===== config.mk =====
export PLATFORM = sky130hd
export DESIGN_NAME = spi_burst_shifter_flat
export DESIGN_NICKNAME = d
export VERILOG_FILES = /design/src/rtl/spi_burst_shifter_if.sv /design/src/rtl/spi_burst_shifter.sv /design/src/flat_wrapper.sv
export SDC_FILE = /design/constraint.sdc
export NUM_CORES = 1
export LEC_CHECK = 0
export BUFFER_PORTS_ARGS = -buffer_cell sky130_fd_sc_hd__buf_2
export CAP_MARGIN = 20
export CORE_UTILIZATION = 35
export CTS_CLUSTER_DIAMETER = 80
export DETAILED_ROUTE_END_ITERATION = 10
export GPL_TIMING_DRIVEN = 0
export PLACE_DENSITY = 0.62
export REMOVE_ABC_BUFFERS = 1
export SLEW_MARGIN = 20
export SYNTH_ARGS = -nofsm -noshare
export SYNTH_HDL_FRONTEND = slang
export SYNTH_SLANG_ARGS = --single-unit

===== constraint.sdc =====
create_clock -name clk -period 1.8 [get_ports clk]
set_input_delay 0.27 -clock clk [delete_from_list [all_inputs] [get_ports clk]]
set_output_delay 0.27 -clock clk [all_outputs]
set_load 0.03 [all_outputs]

===== src/rtl/spi_burst_shifter_if.sv =====
// Word-stream and SPI pin bundle for spi_burst_shifter; master = sequencer side, slave = shift engine.
interface spi_burst_shifter_if #(
    parameter int DW    = 8,
    parameter int DIV_W = 4
);
    logic             i_valid;
    logic             o_ready;
    logic [DW-1:0]    i_data;
    logic             i_dc;
    logic             i_last;
    logic [DIV_W-1:0] i_div;
    logic             i_miso;
    logic             o_sck;
    logic             o_mosi;
    logic             o_cs;
    logic             o_dc;
    logic [DW-1:0]    o_rx_data;
    logic             o_rx_valid;
    logic             o_busy;

    modport master (
        output i_valid, i_data, i_dc, i_last, i_div, i_miso,
        input  o_ready, o_sck, o_mosi, o_cs, o_dc, o_rx_data, o_rx_valid, o_busy
    );

    modport slave (
        input  i_valid, i_data, i_dc, i_last, i_div, i_miso,
        output o_ready, o_sck, o_mosi, o_cs, o_dc, o_rx_data, o_rx_valid, o_busy
    );
endinterface


===== src/rtl/spi_burst_shifter.sv =====
// Mode-0 SPI master streaming DW-bit words in CS-contiguous bursts; pins update 1 clk after accept, first SCK rise i_div+1 clk later.
// o_ready is high in IDLE/GAP and only on the final falling edge of a non-last word, so back-to-back words shift with no SCK gap.
module spi_burst_shifter #(
    parameter int DW        = 8,
    parameter int DIV_W     = 4,
    parameter int LSB_FIRST = 0,
    parameter int CS_HOLD   = 2
) (
    input  logic                clk,
    input  logic                rst,
    spi_burst_shifter_if.slave  spi
);

    typedef enum logic [1:0] {IDLE, SHIFT, GAP, HOLD} state_t;

    localparam int BW = $clog2(DW);
    localparam int HW = (CS_HOLD > 1) ? $clog2(CS_HOLD) : 1;
    localparam logic [BW-1:0] LAST_BIT  = BW'(DW - 1);
    localparam logic [HW-1:0] HOLD_LAST = HW'(CS_HOLD - 1);

    state_t           state, state_nxt;
    logic [DIV_W-1:0] div_q;
    logic [DIV_W-1:0] half_cnt;
    logic [BW-1:0]    bit_cnt;
    logic [HW-1:0]    hold_cnt;
    logic [DW-1:0]    tx_sr, tx_nxt;
    logic [DW-1:0]    rx_sr, rx_nxt;
    logic [DW-1:0]    rx_dat_q;
    logic             rx_vld_q;
    logic             last_q, sck_q, mosi_q, cs_q, dc_q;
    logic             tick, word_end, hold_done, ready, accept;

    function automatic logic first_bit(input logic [DW-1:0] w);
        return (LSB_FIRST != 0) ? w[0] : w[DW-1];
    endfunction

    always_comb begin
        if (LSB_FIRST != 0) begin
            tx_nxt = tx_sr >> 1;
            rx_nxt = {spi.i_miso, rx_sr[DW-1:1]};
        end else begin
            tx_nxt = tx_sr << 1;
            rx_nxt = {rx_sr[DW-2:0], spi.i_miso};
        end
    end

    always_comb begin
        tick      = (half_cnt == div_q);
        word_end  = (state == SHIFT) && tick && sck_q && (bit_cnt == LAST_BIT);
        hold_done = (state == HOLD) && (hold_cnt == HOLD_LAST);
        ready     = 1'b0;
        state_nxt = state;
        case (state)
            IDLE: begin
                ready = 1'b1;
                if (spi.i_valid) state_nxt = SHIFT;
            end
            SHIFT: begin
                ready = word_end && !last_q;
                if (word_end) begin
                    if (last_q)           state_nxt = HOLD;
                    else if (spi.i_valid) state_nxt = SHIFT;
                    else                  state_nxt = GAP;
                end
            end
            GAP: begin
                ready = 1'b1;
                if (spi.i_valid) state_nxt = SHIFT;
            end
            HOLD: begin
                if (hold_done) state_nxt = IDLE;
            end
            default: state_nxt = IDLE;
        endcase
        accept = spi.i_valid && ready;
    end

    always_ff @(posedge clk or negedge rst) begin
        if (!rst) state <= IDLE;
        else      state <= state_nxt;
    end

    always_ff @(posedge clk or negedge rst) begin
        if (!rst) begin
            div_q    <= '0;
            half_cnt <= '0;
            bit_cnt  <= '0;
            hold_cnt <= '0;
            tx_sr    <= '0;
            rx_sr    <= '0;
            rx_dat_q <= '0;
            rx_vld_q <= 1'b0;
            last_q   <= 1'b0;
            sck_q    <= 1'b0;
            mosi_q   <= 1'b1;
            cs_q     <= 1'b1;
            dc_q     <= 1'b1;
        end else begin
            rx_vld_q <= 1'b0;
            case (state)
                IDLE: begin
                    half_cnt <= '0;
                    bit_cnt  <= '0;
                    hold_cnt <= '0;
                end
                SHIFT: begin
                    if (tick) begin
                        half_cnt <= '0;
                        sck_q    <= ~sck_q;
                        if (!sck_q) begin
                            rx_sr <= rx_nxt;
                        end else if (bit_cnt == LAST_BIT) begin
                            // mosi keeps the last bit through GAP/HOLD
                            bit_cnt  <= '0;
                            hold_cnt <= '0;
                            rx_dat_q <= rx_sr;
                            rx_vld_q <= 1'b1;
                        end else begin
                            bit_cnt <= bit_cnt + 1'b1;
                            tx_sr   <= tx_nxt;
                            mosi_q  <= first_bit(tx_nxt);
                        end
                    end else begin
                        half_cnt <= half_cnt + 1'b1;
                    end
                end
                HOLD: begin
                    if (hold_done) begin
                        cs_q   <= 1'b1;
                        mosi_q <= 1'b1;
                    end else begin
                        hold_cnt <= hold_cnt + 1'b1;
                    end
                end
                default: begin
                end
            endcase
            // a new word overrides the end-of-word updates; divider only latches at burst start
            if (accept) begin
                tx_sr    <= spi.i_data;
                mosi_q   <= first_bit(spi.i_data);
                dc_q     <= spi.i_dc;
                last_q   <= spi.i_last;
                cs_q     <= 1'b0;
                half_cnt <= '0;
                bit_cnt  <= '0;
                if (state == IDLE) div_q <= spi.i_div;
            end
        end
    end

    assign spi.o_ready    = ready;
    assign spi.o_sck      = sck_q;
    assign spi.o_mosi     = mosi_q;
    assign spi.o_cs       = cs_q;
    assign spi.o_dc       = dc_q;
    assign spi.o_rx_data  = rx_dat_q;
    assign spi.o_rx_valid = rx_vld_q;
    assign spi.o_busy     = (state != IDLE);

endmodule


===== src/flat_wrapper.sv =====
// flat-port wrapper written by rule: the top's interface ports become plain ports
module spi_burst_shifter_flat 
#(
    parameter int DW        = 8,
    parameter int DIV_W     = 4,
    parameter int LSB_FIRST = 0,
    parameter int CS_HOLD   = 2
)
  (clk, rst, spi_i_valid, spi_i_data, spi_i_dc, spi_i_last, spi_i_div, spi_i_miso, spi_o_ready, spi_o_sck, spi_o_mosi, spi_o_cs, spi_o_dc, spi_o_rx_data, spi_o_rx_valid, spi_o_busy);
  spi_burst_shifter_if #(.DW(DW), .DIV_W(DIV_W)) spi_i ();
  input  logic clk;
  input  logic rst;
  input wire logic [$bits(spi_i.i_valid)-1:0] spi_i_valid;
  input wire logic [$bits(spi_i.i_data)-1:0] spi_i_data;
  input wire logic [$bits(spi_i.i_dc)-1:0] spi_i_dc;
  input wire logic [$bits(spi_i.i_last)-1:0] spi_i_last;
  input wire logic [$bits(spi_i.i_div)-1:0] spi_i_div;
  input wire logic [$bits(spi_i.i_miso)-1:0] spi_i_miso;
  output wire logic [$bits(spi_i.o_ready)-1:0] spi_o_ready;
  output wire logic [$bits(spi_i.o_sck)-1:0] spi_o_sck;
  output wire logic [$bits(spi_i.o_mosi)-1:0] spi_o_mosi;
  output wire logic [$bits(spi_i.o_cs)-1:0] spi_o_cs;
  output wire logic [$bits(spi_i.o_dc)-1:0] spi_o_dc;
  output wire logic [$bits(spi_i.o_rx_data)-1:0] spi_o_rx_data;
  output wire logic [$bits(spi_i.o_rx_valid)-1:0] spi_o_rx_valid;
  output wire logic [$bits(spi_i.o_busy)-1:0] spi_o_busy;
  assign spi_i.i_valid = spi_i_valid;
  assign spi_i.i_data = spi_i_data;
  assign spi_i.i_dc = spi_i_dc;
  assign spi_i.i_last = spi_i_last;
  assign spi_i.i_div = spi_i_div;
  assign spi_i.i_miso = spi_i_miso;
  assign spi_o_ready = spi_i.o_ready;
  assign spi_o_sck = spi_i.o_sck;
  assign spi_o_mosi = spi_i.o_mosi;
  assign spi_o_cs = spi_i.o_cs;
  assign spi_o_dc = spi_i.o_dc;
  assign spi_o_rx_data = spi_i.o_rx_data;
  assign spi_o_rx_valid = spi_i.o_rx_valid;
  assign spi_o_busy = spi_i.o_busy;
  spi_burst_shifter #(.DW(DW), .DIV_W(DIV_W), .LSB_FIRST(LSB_FIRST), .CS_HOLD(CS_HOLD)) u_core (.clk(clk), .rst(rst), .spi(spi_i));
endmodule

# Yosys cells after proc, flatten, opt, wreduce, memory -nomap -nowiden
# Index checks and enable logic that the tools add are counted.
classes:
  n_addsub: 3
  n_eq_ne: 17
  mux: 37
  bitwise_logic: 1
  n_reduce_logical: 28
ops:
  columns: ["cell", "n"]
  rows:
  - ["7-bit two-way mux", 5]
  - ["1-bit two-way mux", 15]
  - ["3-bit two-way mux", 4]
  - ["2-bit by 1-bit inequality test with 1-bit output, second input constant", 6]
  - ["2-bit nonzero test", 6]
  - ["2-bit two-way mux", 5]
  - ["5-bit AND reduction", 2]
  - ["3-bit by 1-bit inequality test with 1-bit output, second input constant", 3]
  - ["3-bit AND reduction", 3]
  - ["3-bit nonzero test", 3]
  - ["4-bit two-way mux", 2]
  - ["4-bit case mux with 2 select lines", 1]
  - ["4-bit AND reduction", 2]
  - ["1-bit logical AND", 6]
  - ["2-bit case mux with 3 select lines", 1]
  - ["3-bit case mux with 2 select lines", 1]
  - ["2-bit AND reduction", 3]
  - ["4-bit by 1-bit adder with 4-bit output, second input constant", 1]
  - ["2-bit equality test, second input constant", 2]
  - ["4-bit equality test", 1]
  - ["2-bit inequality test, second input constant", 2]
  - ["1-bit case mux with 2 select lines", 2]
  - ["3-bit by 1-bit adder with 3-bit output, second input constant", 1]
  - ["3-bit equality test, second input constant", 1]
  - ["8 further kinds", 8]
totals:
  ff_bits: 43
  in_bits: 18
  out_inout_bits: 15
  word_cells: 100

# Logic depth before layout (Yosys ltp)
depth:
  depth_word: 9
  depth_mapped: 8
  mapped_depth_nobuf: 6

# Least setup slack after synthesis
# Ideal clock, no wire load.
synth_timing:
  kind: "reg-to-output"
  start: "register u_core.half_cnt[1]"
  end: "output spi_o_ready"
  t_arrival_ps: 1993
  required_ps: 1530
  path_slack_ps: -463
  stages_incl_launch_ff: 7
  n_path_buf: 1
  path_cell_list: "dfrtp_1 > xor2_1 > nor4_2 > buf_4 > and2_4 > nand2_1 > o21ai_0"
synth_between:
  elab_chain_cells: 6
synth_rtl:
  columns: ["item", "line_no", "rtl"]
  rows:
  - ["from (decl)", "spi_burst_shifter.sv:23", "logic [DIV_W-1:0] half_cnt;"]
  - ["from (signal assigned)", "spi_burst_shifter.sv:124", "half_cnt <= half_cnt + 1'b1;"]
  - ["4-bit equality test", "spi_burst_shifter.sv:48", "tick = (half_cnt == div_q);"]
  - ["1-bit logical AND (3 in a row)", "spi_burst_shifter.sv:49", "word_end = (state == SHIFT) && tick && sck_q && (bit_cnt == LAST_BIT);"]
  - ["1-bit logical AND", "spi_burst_shifter.sv:59", "ready = word_end && !last_q;"]
  - ["1-bit case mux with 2 select lines", "spi_burst_shifter.sv:53", "case (state)"]
  - ["to (decl)", "flat_wrapper.sv:19", "output wire logic [$bits(spi_i.o_ready)-1:0] spi_o_ready;"]
# No other way between the ends.

# Final worst setup path
# Ends and elaborated chain as after synthesis.

==> impl_metrics.json <==
{
  "status": "finished with violations",
  "violations": "setup timing",
  "row_count": 27,
  "design_area_um2": 2500,
  "grt.busiest_layer": "met2",
  "area_growth_pct": 23.9,
  "fmax_mhz": 493,
  "wire_per_inst_um": 14.1,
  "final.setup.tns_ns": -2.85,
  "max_cap_violations": 0,
  "power_density_nw_per_um2": 1680,
  "drt-pass1-iter-count": 4,
  "synth_seq_cells": 43,
  "end_kind": "output pin",
  "cts_made_buffers": 5,
  "start_kind": "flip-flop",
  "fin_crit_sh_pct": 113,
  "ir_worst_vdd_mv": 0.812,
  "grt_pass1_wl_mm": 6.94,
  "fin_ws_ns": -0.228,
  "cts_sinks": 43,
  "finClkSkew_ns": 0.00959,
  "gp_congestion": 0.743,
  "drt-initial-drc-count": 98,
  "globalRouteOverflowTotal": 0,
  "min_period_ns": 2.03,
  "grt_pass1_vias": 1475,
  "synth-seq-area-share_pct": 53.4,
  "setup_viol": 31,
  "synth_cell_types": 37,
  "yosys_warnings": 0,
  "clk_pin_slew_ns": 0.09,
  "syn_area_um2": 2020,
  "start_util_pct": 36.5,
  "die_area_um2": 6080,
  "track_usage_pct": 14.5,
  "drc": 0,
  "drive_gt1_share_pct": 41.2,
  "synthTopCellsByArea": "dfrtp_1, mux2_2, nand2_1",
  "synth_area_leader_cell": "dfrtp_1",
  "grt_util_met3_pct": 2.94,
  "antenna_cells": 0,
  "finalHoldViolCount": 0,
  "rsz0062_at_grt": "yes",
  "final_nets": 236,
  "postPlaceCellArea_um2": 2220,
  "tightest_slew_ns": 0.937,
  "worstPathMaxFanout": 3,
  "crit_arrival_ns": 1.76,
  "vias": 1481,
  "num_io_pins": 33,
  "drv_slew": 0,
  "final_antenna_net_count": 0,
  "ff2ff_setup_slack_ns": -0.18,
  "clk_path_buf_depth": 2,
  "grt_max_degree": 44,
  "netlist_instances": 177,
  "die_w_um": 78.0,
  "met2_usage_pct": 23.6,
  "cts_root_buf": "clkbuf_8",
  "min-delay-path-class": "in2async",
  "path_class": "reg2out",
  "routed_wl_mm": 4.05,
  "die_h_um": 78.0,
  "syn-mean-instance-area_um2": 11.4,
  "hpwlAfterDp_mm": 2.50,
  "final_core_util_pct": 45.2,
  "cp.required_ns": 1.53,
  "cellLeakagePower_nw": 1.21,
  "cts_tree": "built",
  "grt_util_met1_pct": 19.6,
  "core-area_um2": 5540,
  "antenna_found_initial": 0,
  "yosysTopAreaCellShare_pct": 49.5,
  "portBuffers": 32,
  "clk_latency_ns": 0.30,
  "vias_per_cell": 5.14,
  "htree_num_levels": 2,
  "relSlewSlack_pct": 37.5
}
[layout by cell type, fill, tap and decap left out, types with 3 or more instances in the layout]
cell and count:
nand2_1 22, buf_4 7, nand3_1 10, a31oi_1 6, o21ai_0 4, nor2_1 7
dfrtp_1 38, nand3b_1 3, clkbuf_8 6, a21oi_1 5, nand2b_1 3, xor2_1 3
a221o_1 6, and3_1 6, nor2b_1 3, mux2_2 18, dfstp_2 3, buf_2 31
[cells in the mapped netlist]
cell type  instances
and4b_1            1
buf_4              2
or2_1              1
nand3b_1           3
xor2_1             4
o31a_1             1
a41o_1             1
nand3_4            1
clkbuf_1           5
buf_2              3
inv_1              1
dfrtp_1           40
a31oi_1            6
mux2i_1            2
nand4b_2           1
a211oi_1           1
or2_2              1
nand4b_1           1
nor2b_1            5
and2_4             1
a21oi_1            5
nand2_1           23
mux2_2            18
a221o_1            6
nand2b_1           3
o221a_2            1
nand3_1           10
nor4_2             1
mux2_1             2
and3_1             6
nor2_1             7
nor3b_1            1
dfstp_2            3
ha_1               3
a41oi_2            1
nor3_1             1
o21ai_0            5
[power breakdown]
| group | switching [mW] | internal, mW |
|---|---|---|
| logic | 0.871 | 0.803 |
| clock network | 0.349 | 0.457 |
| registers | 0.394 | 1.34 |
[critical path, stage by stage, from the launching register on]
cell and delay [ns]:
dfrtp_1 0.41, xor2_1 0.17, nor4_4 0.33, and2_4 0.22, nand2_4 0.05, o21ai_2 0.12, buf_6 0.14
[through the flow]
stage / total power, mW / instances / hold WS (ns) / setup WS, ns
6_report: 4.22 / 288 / 0.110 / -0.228
5_1_grt: 4.52 / 288 / 0.183 / -0.310
4_1_cts: 4.15 / 285 / 0.152 / -0.295
3_5_place_dp: 3.16 / 271 / 0.446 / -0.806
3_3_place_gp: 3.11 / 271 / 0.444 / -0.775
2_1_floorplan: 2.79 / 167 / -0.0256 / -0.777
[sequential cells by signal (all words and copies together) (netlist names)]
register and flops:
u_core.last_q 1, u_core.spi.o_sck 1, u_core.state 2, u_core.bit_cnt 3
u_core.hold_cnt 1, u_core.rx_sr 8, u_core.tx_sr 7, u_core.spi.o_rx_valid 1
u_core.spi.o_dc 1, u_core.half_cnt 4, u_core.div_q 4, u_core.spi.o_cs 1
u_core.spi.o_mosi 1, u_core.spi.o_rx_data 8
[kinds of logic (layout without fill, tap and decap cells)]
logic type,count (synthesis),count (layout),share of synthesized area (%)
simple gates,67,68,18.3
flops,43,43,53.4
compound gates,27,27,9.96
mux,22,22,12.1
buf+inv,11,49,2.60
xor+xnor,4,4,1.73
fa+ha+maj,3,3,1.86
[routing by layer]
metal	up-vias	wire, um
li1	717	-
met1	736	2010
met2	23	1870
met3	5	129
met4	0	45
met5	-	0
[layout make-up]
cell class,count,area (um2)
clock buffers,6,82.6
clock inverters,2,38.8
fillers,556,3040
inverters,1,3.75
multi-input cells,124,977
flip-flops and latches,43,1080
well taps,72,90.1
repair buffers,40,230
[what timing repair did]
action	in CTS	in global routing
hold buffers	0	0
cloned	1	0
setup endpoints to repair	40	37
buffers inserted	5	3
resized for setup	15	7
pin swaps	3	2
[worst paths after layout]
check	endpoint	from	cells after the start
worst max-delay path	spi_o_ready	u_core.half_cnt[1]	6
worst min-delay path	u_core.tx_sr[2]	rst	1
worst max register to register	u_core.tx_sr[2]	u_core.half_cnt[1]	6
worst min register to register	u_core.spi.o_dc	u_core.spi.o_dc	2
max in group asynchronous	u_core.state[1]	rst	1
min in group clk	u_core.spi.o_dc	spi_i_dc	3
Power figures use the tool's default switching activity.
